[src/rtl/bus_source_sel.sv]
// Registered one-of-NSRC bus source selector with deterministic conflict resolution.
// Optional bus keeper on idle cycles: define BUS_SOURCE_SEL_KEEPER_EN.
module bus_source_sel #(
    parameter int WIDTH = 9,
    parameter int NSRC  = 11,
    parameter int OW    = $clog2(NSRC),
    parameter int CNTW  = 8
) (
    input  logic                  Clock,
    input  logic                  Reset,
    input  logic [NSRC*WIDTH-1:0] src_data,
    input  logic [NSRC-1:0]       src_out,
    input  logic                  clr_err,
    output logic [WIDTH-1:0]      BUS,
    output logic                  bus_valid,
    output logic [OW-1:0]         owner,
    output logic                  conflict,
    output logic                  conflict_sticky,
    output logic [CNTW-1:0]       conflict_cnt
);

    localparam logic [CNTW-1:0] CNT_MAX = '1;
    localparam logic [NSRC-1:0] ONE     = {{(NSRC-1){1'b0}}, 1'b1};

    // Strobe protocol: src_out bits are sampled every rising edge with no
    // handshake; the selected word is on BUS one cycle later, never stalled.

    logic              any_sel;
    logic              multi_sel;
    logic [OW-1:0]     win_idx;
    logic [WIDTH-1:0]  win_data;

    logic [WIDTH-1:0]  bus_q, bus_d;
    logic              valid_q, valid_d;
    logic [OW-1:0]     owner_q, owner_d;
    logic              conflict_q, conflict_d;
    logic              sticky_q, sticky_d;
    logic [CNTW-1:0]   cnt_q, cnt_d;

    // Downward scan so the lowest set strobe is the last assignment and wins.
    always_comb begin
        win_idx  = '0;
        win_data = '0;
        for (int i = NSRC - 1; i >= 0; i--) begin
            if (src_out[i]) begin
                win_idx  = OW'(i);
                win_data = src_data[i*WIDTH +: WIDTH];
            end
        end
    end

    assign any_sel   = |src_out;
    assign multi_sel = |(src_out & (src_out - ONE));

    always_comb begin
        bus_d      = bus_q;
        valid_d    = 1'b0;
        owner_d    = owner_q;
        conflict_d = 1'b0;
        sticky_d   = sticky_q;
        cnt_d      = cnt_q;

        if (any_sel) begin
            bus_d   = win_data;
            owner_d = win_idx;
            valid_d = 1'b1;
        end else begin
`ifdef BUS_SOURCE_SEL_KEEPER_EN
            bus_d = bus_q;
`else
            bus_d = '0;
`endif
        end

        // A conflict in the same cycle as clr_err restarts the record at one event.
        if (multi_sel) begin
            conflict_d = 1'b1;
            sticky_d   = 1'b1;
            if (clr_err) begin
                cnt_d = {{(CNTW-1){1'b0}}, 1'b1};
            end else if (cnt_q != CNT_MAX) begin
                cnt_d = cnt_q + {{(CNTW-1){1'b0}}, 1'b1};
            end
        end else if (clr_err) begin
            sticky_d = 1'b0;
            cnt_d    = '0;
        end
    end

    always_ff @(posedge Clock) begin
        if (Reset) begin
            bus_q      <= '0;
            valid_q    <= 1'b0;
            owner_q    <= '0;
            conflict_q <= 1'b0;
            sticky_q   <= 1'b0;
            cnt_q      <= '0;
        end else begin
            bus_q      <= bus_d;
            valid_q    <= valid_d;
            owner_q    <= owner_d;
            conflict_q <= conflict_d;
            sticky_q   <= sticky_d;
            cnt_q      <= cnt_d;
        end
    end

    assign BUS             = bus_q;
    assign bus_valid       = valid_q;
    assign owner           = owner_q;
    assign conflict        = conflict_q;
    assign conflict_sticky = sticky_q;
    assign conflict_cnt    = cnt_q;

endmodule

[config.mk]
export PLATFORM = sky130hd
export DESIGN_NAME = bus_source_sel
export DESIGN_NICKNAME = d
export VERILOG_FILES = /design/src/rtl/bus_source_sel.sv
export SDC_FILE = /design/constraint.sdc
export NUM_CORES = 1
export LEC_CHECK = 0
export ABC_CLOCK_PERIOD_IN_PS = 2600
export CAP_MARGIN = 10
export CORE_ASPECT_RATIO = 2
export CORE_MARGIN = 2
export CORE_UTILIZATION = 30
export DETAILED_ROUTE_END_ITERATION = 10
export GPL_TIMING_DRIVEN = 0
export MAX_ROUTING_LAYER = met4
export PLACE_DENSITY = 0.77
export SLEW_MARGIN = 20
export SYNTH_ARGS = -nofsm -noshare
export SYNTH_HDL_FRONTEND = slang
export SYNTH_SLANG_ARGS = --single-unit
[constraint.sdc]
create_clock -name Clock -period 2.6 [get_ports Clock]
set_input_delay 0.52 -clock Clock [delete_from_list [all_inputs] [get_ports Clock]]
set_output_delay 0.52 -clock Clock [all_outputs]
set_load 0.05 [all_outputs]
# ---- Yosys cells after proc, flatten, opt, wreduce, memory -nomap -nowiden
# Index checks and enable logic that the tools add are counted.
dict set report op_classes {
  addsub 2
  n_mul 0
  div_mod_pow 0
  n_lt_le_gt_ge 0
  eq_ne 1
  n_shift 0
  muxes 30
  bitwise 2
  reduce_logical 6
}
# op count
set ops {}
lappend ops {{$mux W9} 11}
lappend ops {{$mux W4} 11}
lappend ops {{$mux W8} 4}
lappend ops {{$reduce_or A11 Y1} 2}
lappend ops {{$and A11 B11 Y11} 1}
lappend ops {{$sub A11 B1 Y11 const B} 1}
lappend ops {{$add A8 B1 Y8 const B} 1}
lappend ops {{$ne A8 B8 Y1 const B} 1}
lappend ops {{$mux W1} 4}
lappend ops {{$reduce_bool A2 Y1} 2}
lappend ops {{$reduce_and A2 Y1} 1}
lappend ops {{$reduce_or A2 Y1} 1}
lappend ops {{$not A1 Y1} 1}
dict set report word_totals {
  register_bits 24
  latch_bits 0
  ramBits 0
  mem_bits_ro 0
  in_bits 113
  out_inout_bits 24
  elab_cells 47
  memories 0
}

# ---- Longest topological paths before layout
dict set report depth {
  word_depth 11
  depth_mapped 8
  depth_no_buf 6
}

# ---- Least setup slack after synthesis
# Ideal clock, no wire load.
dict set report synth_timing {
  path_type {input-to-reg}
  from {in src_out[2]}
  to {reg bus_q[7], in the netlist BUS[7]}
  setup_ps 137
  arrival_ps 2069
  required_time_ps 2463
  setup_slack_ps 394
  cell_stages 7
  n_path_buf 1
  path_cell_list {buf_2 -> or4_1 -> or2_2 -> nor3_1 -> nor2_1 -> o311ai_0 -> a31oi_1}
}
dict set report synth_between {
  elab_chain_cells 3
  elab_cells_between_ends 6
  classes_between {mux (3); bitwise (1); reduce/logical (2)}
}
# item line
set synth_lines {}
lappend synth_lines {{start: declaration} 12} ;# input logic [NSRC-1:0] src_out,
lappend synth_lines {{$reduce_or A11 Y1 / $mux W9 (equally long branches)} {52, 45}}
lappend synth_lines {{$not A1 Y1 (no source line) / $mux W9 (equally long branches)} n/a}
lappend synth_lines {{$reduce_or A2 Y1 (no source line) / $mux W9 (equally long branches)} n/a}
lappend synth_lines {{end signal: assignment} 99} ;# bus_q <= bus_d;
lappend synth_lines {{end: declaration} 33} ;# logic [WIDTH-1:0] bus_q, bus_d;
# Parallel ways exist; a longest one is shown, timed or not.
# A chain may end at the register's enable or synchronous reset.

# ---- Final worst setup path
dict set report layout_timing {
  from {in src_out[8]}
  to {reg cnt_q[4], in the netlist conflict_cnt[4]}
}
dict set report layout_between {
  elab_chain_cells 5
  elab_cells_between_ends 6
  classes_between {add/sub (1); mux (1); bitwise (1); reduce/logical (3)}
}
# item line
set layout_lines {}
lappend layout_lines {{$sub A11 B1 Y11} 53} ;# assign multi_sel = |(src_out & (src_out - ONE));
lappend layout_lines {{$and A11 B11 Y11 (*)} 53}
lappend layout_lines {{$reduce_or A11 Y1 (*)} 53}
lappend layout_lines {{$reduce_bool A2 Y1 (no source line)} n/a}
lappend layout_lines {{$reduce_and A2 Y1 (no source line)} n/a}
lappend layout_lines {{end signal: assignment} 104} ;# cnt_q <= cnt_d;
lappend layout_lines {{end: declaration} 38} ;# logic [CNTW-1:0] cnt_q, cnt_d;
# Mark *: on every way between the ends. The rest lies on a longest branch, timed or not.

==> reports/results.ini <==
[logic_synthesis]
synth_compound_area_share_pct=37.1
synthMuxAreaShare_pct=6.30
synthTopCellsByArea=dfxtp_1 (26%), a22oi_1 (7.3%), nand2_1 (6.7%), o221ai_1 (6.2%), a21oi_1 (5.1%)
synth_top_family_by_area=compound AO/OA/AOI/OAI gates
synth_seq_cells=24
syn_area_per_cell_sq_um=7.51
netlist_area_sq_mm=0.00185
synthXorXnorAreaFrac_pct=0
synth_cell_type_count=43
ys.warnings.count=0
async_reset_ff_share_pct=0
synth_edf_count=0
yosysTopAreaCell=dfxtp_1
yosys.area_share.adder_pct=1.22
seq_area_frac_synth_pct=26.0
synth_flop_cell=dfxtp_1
yosys.area_share.simple_pct=22.2
syn-instance-count=246
netlist.area_leader.share_pct=26.0
syn-num-nets=360

[cells_and_area]
finalNonFillerCells=445
layout-drive-gt1-share_pct=6.81
layout_common_cells=clkdlybuf4s50_1 (128), nand2_1 (33), dfxtp_1 (24)
final_common_cell=clkdlybuf4s50_1
area_delta_synth_final_pct=82.9
diodes=0
n_fill_cell=567
final_util_pct=56.3
final_nets=497

[floorplanning]
coreArea_sq_mm=0.00601
initial_core_util_pct=30.8
die_x_microns=59.5
fp-row-count=40
die_h_microns=115
io_pins=137
dieArea_sq_mm=0.00684

[placed_design]
dp.cells=441
gp_congestion=0.877
dp.final_hpwl_mm=6.17
numPortBuffers=132

[grt]
grt_pass1_vias=2400
grt_remaining_overflow=0
grt_use_total_pct=21.3
grt_pass1_wl_mm=11.0
antenna_found_initial=0
grt_max_degree=15

[critical_path]
crit_path_start_kind=input pin
critPathMaxFanout=10
required_ns=2.77
r2r_start=conflict_cnt[0]
reg2reg_to=conflict_cnt[7]
crit_arrival_ns=2.51
crit_type=in -> reg
end_kind=register
rrSetupSlack_ns=0.72
reg2regPathDepth=6

[routing]
final_antenna_net_count=0
dr.pass1.iters=4
routed_wl_mm=7.29
first_iter_violations=106
via_count=2453
detail_route.wl_per_cell_microns=16.4
avgViaCountPerCell=5.51
drt_drc_violations_left=0

[pwr]
p_int_uw=931
p_switching_uw=339
p_leak_nw=1.26
power_frac_clock_pct=34.5
max-vdd-ir-drop_v=0.000231
p_seq_share_pct=30.9
swShare_pct=26.7
p_comb_share_pct=34.6
power_density_mw_per_mm2=375
power_mw=1.27

[clock_network]
cts.clk_slew.worst_paths_ns=0.06
ctsHoldBuffers=0
htreeDepth=1
clock_latency_ns=0.26
numCtsBuffers=3
clock_sinks=24
ctsLongestPathBuffers=2
root_buffer=clkbuf_16
cts_tree=built

[timing]
timing.fmax_mhz=428
tightest_slew_ns=0.531
drv_slew=0
finalCriticalPeriod_ns=2.34
setup_viol=0
skew_ns=0.00126
fin_crit_sh_pct=90.0
timing.hold.ws_ns=0.464
hold_violations=0
maxSlewHeadroom_pct=64.5
rsz0062_at_grt=no

[min_path]
hold_depth=2
min_from=owner[0]
min_path_type=reg -> reg
hold_end=owner[0]

[run]
cap_violations=0

[run_status]
status=complete, no violations

-- state kept, by name, summed over array words and instances, names as in the netlist --
register         flops
BUS                  9
bus_valid            1
conflict             1
conflict_cnt         8
conflict_sticky      1
owner                4
-- power by group through the flow --
| stage | Sequential [mW] | Clock (mW) | Combinational, mW |
|---|---|---|---|
| 2_1_floorplan | 0.463 | 0 | 0.132 |
| 3_3_place_gp | 0.400 | 0 | 0.433 |
| 3_5_place_dp | 0.401 | 0 | 0.438 |
| 4_1_cts | 0.392 | 0.444 | 0.440 |
| 5_1_grt | 0.394 | 0.453 | 0.472 |
| 6_report | 0.392 | 0.438 | 0.439 |
-- through the flow --
stage	TNS (ns)	setup slack, ns	area, sq um
2_1_floorplan	0	0.394	1850
3_3_place_gp	-4.33	-0.415	3250
3_5_place_dp	-4.65	-0.423	3250
4_1_cts	0	0.0657	3360
5_1_grt	0	0.0766	3380
6_report	0	0.261	3380
-- worst max-delay path: stages --
cell and delay (ns):
clkdlybuf4s50_1 0.54, or2_2 0.39, a211oi_1 0.24, o22ai_1 0.10
o21ba_2 0.29, buf_6 0.15, nor2_2 0.04, a311oi_1 0.24
-- cell usage after synthesis (5+ instances only) --
cell type  number
o221ai_1       13
nor3_1          7
a21oi_1        19
dfxtp_1        24
a22oi_1        18
o21ai_0        12
clkbuf_1       11
nor2_1         17
mux2_2          5
mux2i_1         6
inv_1           7
o31ai_1         7
nand2_1        33
a31oi_1         9
-- cell families after synthesis --
logic type                 count (synthesis)
buffers and inverters                     27
DFF                                       24
and+or+nand+nor                           83
AOI/OAI and AO/OA                         99
adders and majority gates                  2
muxes                                     11
-- cell type report --
class / count / area, sq um / area share (%)
repair buffers: 132 / 1330 / 39.4
multi-input cells: 195 / 1250 / 37.0
flip-flops and latches: 24 / 480 / 14.2
plain buffers: 19 / 103 / 3.03
well taps: 63 / 78.8 / 2.33
clock buffers: 3 / 75.1 / 2.22
clock inverters: 1 / 30.0 / 0.888
inverters: 8 / 30.0 / 0.888
-- repair_timing --
| action | CTS | global route |
|---|---|---|
| setup buffers | 0 | 0 |
| endpoints found under the setup margin | 9 | 8 |
| cloned | 0 | 0 |
| gates resized for setup | 2 | 6 |
-- per-layer routing --
layer  track usage [%]  wire length [microns]  vias to the layer above
li1                  -                      -                     1208
met1              21.4                   2620                     1128
met2              40.8                   4120                      102
met3              1.46                    333                       15
met4              7.85                    218                        0
met5                 -                      0                        -
-- worst max path at each step --
stage | from | to | slack [ns] | cells after the start
after detailed placement | src_out[1] | BUS[7] | -0.42 | 7
after floorplan | src_out[2] | BUS[7] | 0.39 | 7
after CTS | src_out[1] | BUS[7] | 0.07 | 7
after global routing | src_out[8] | conflict_cnt[3] | 0.08 | 8
final | src_out[8] | conflict_cnt[4] | 0.26 | 8
after global placement | src_out[1] | BUS[7] | -0.41 | 7
No activity file was read; power rests on OpenSTA's default activity.
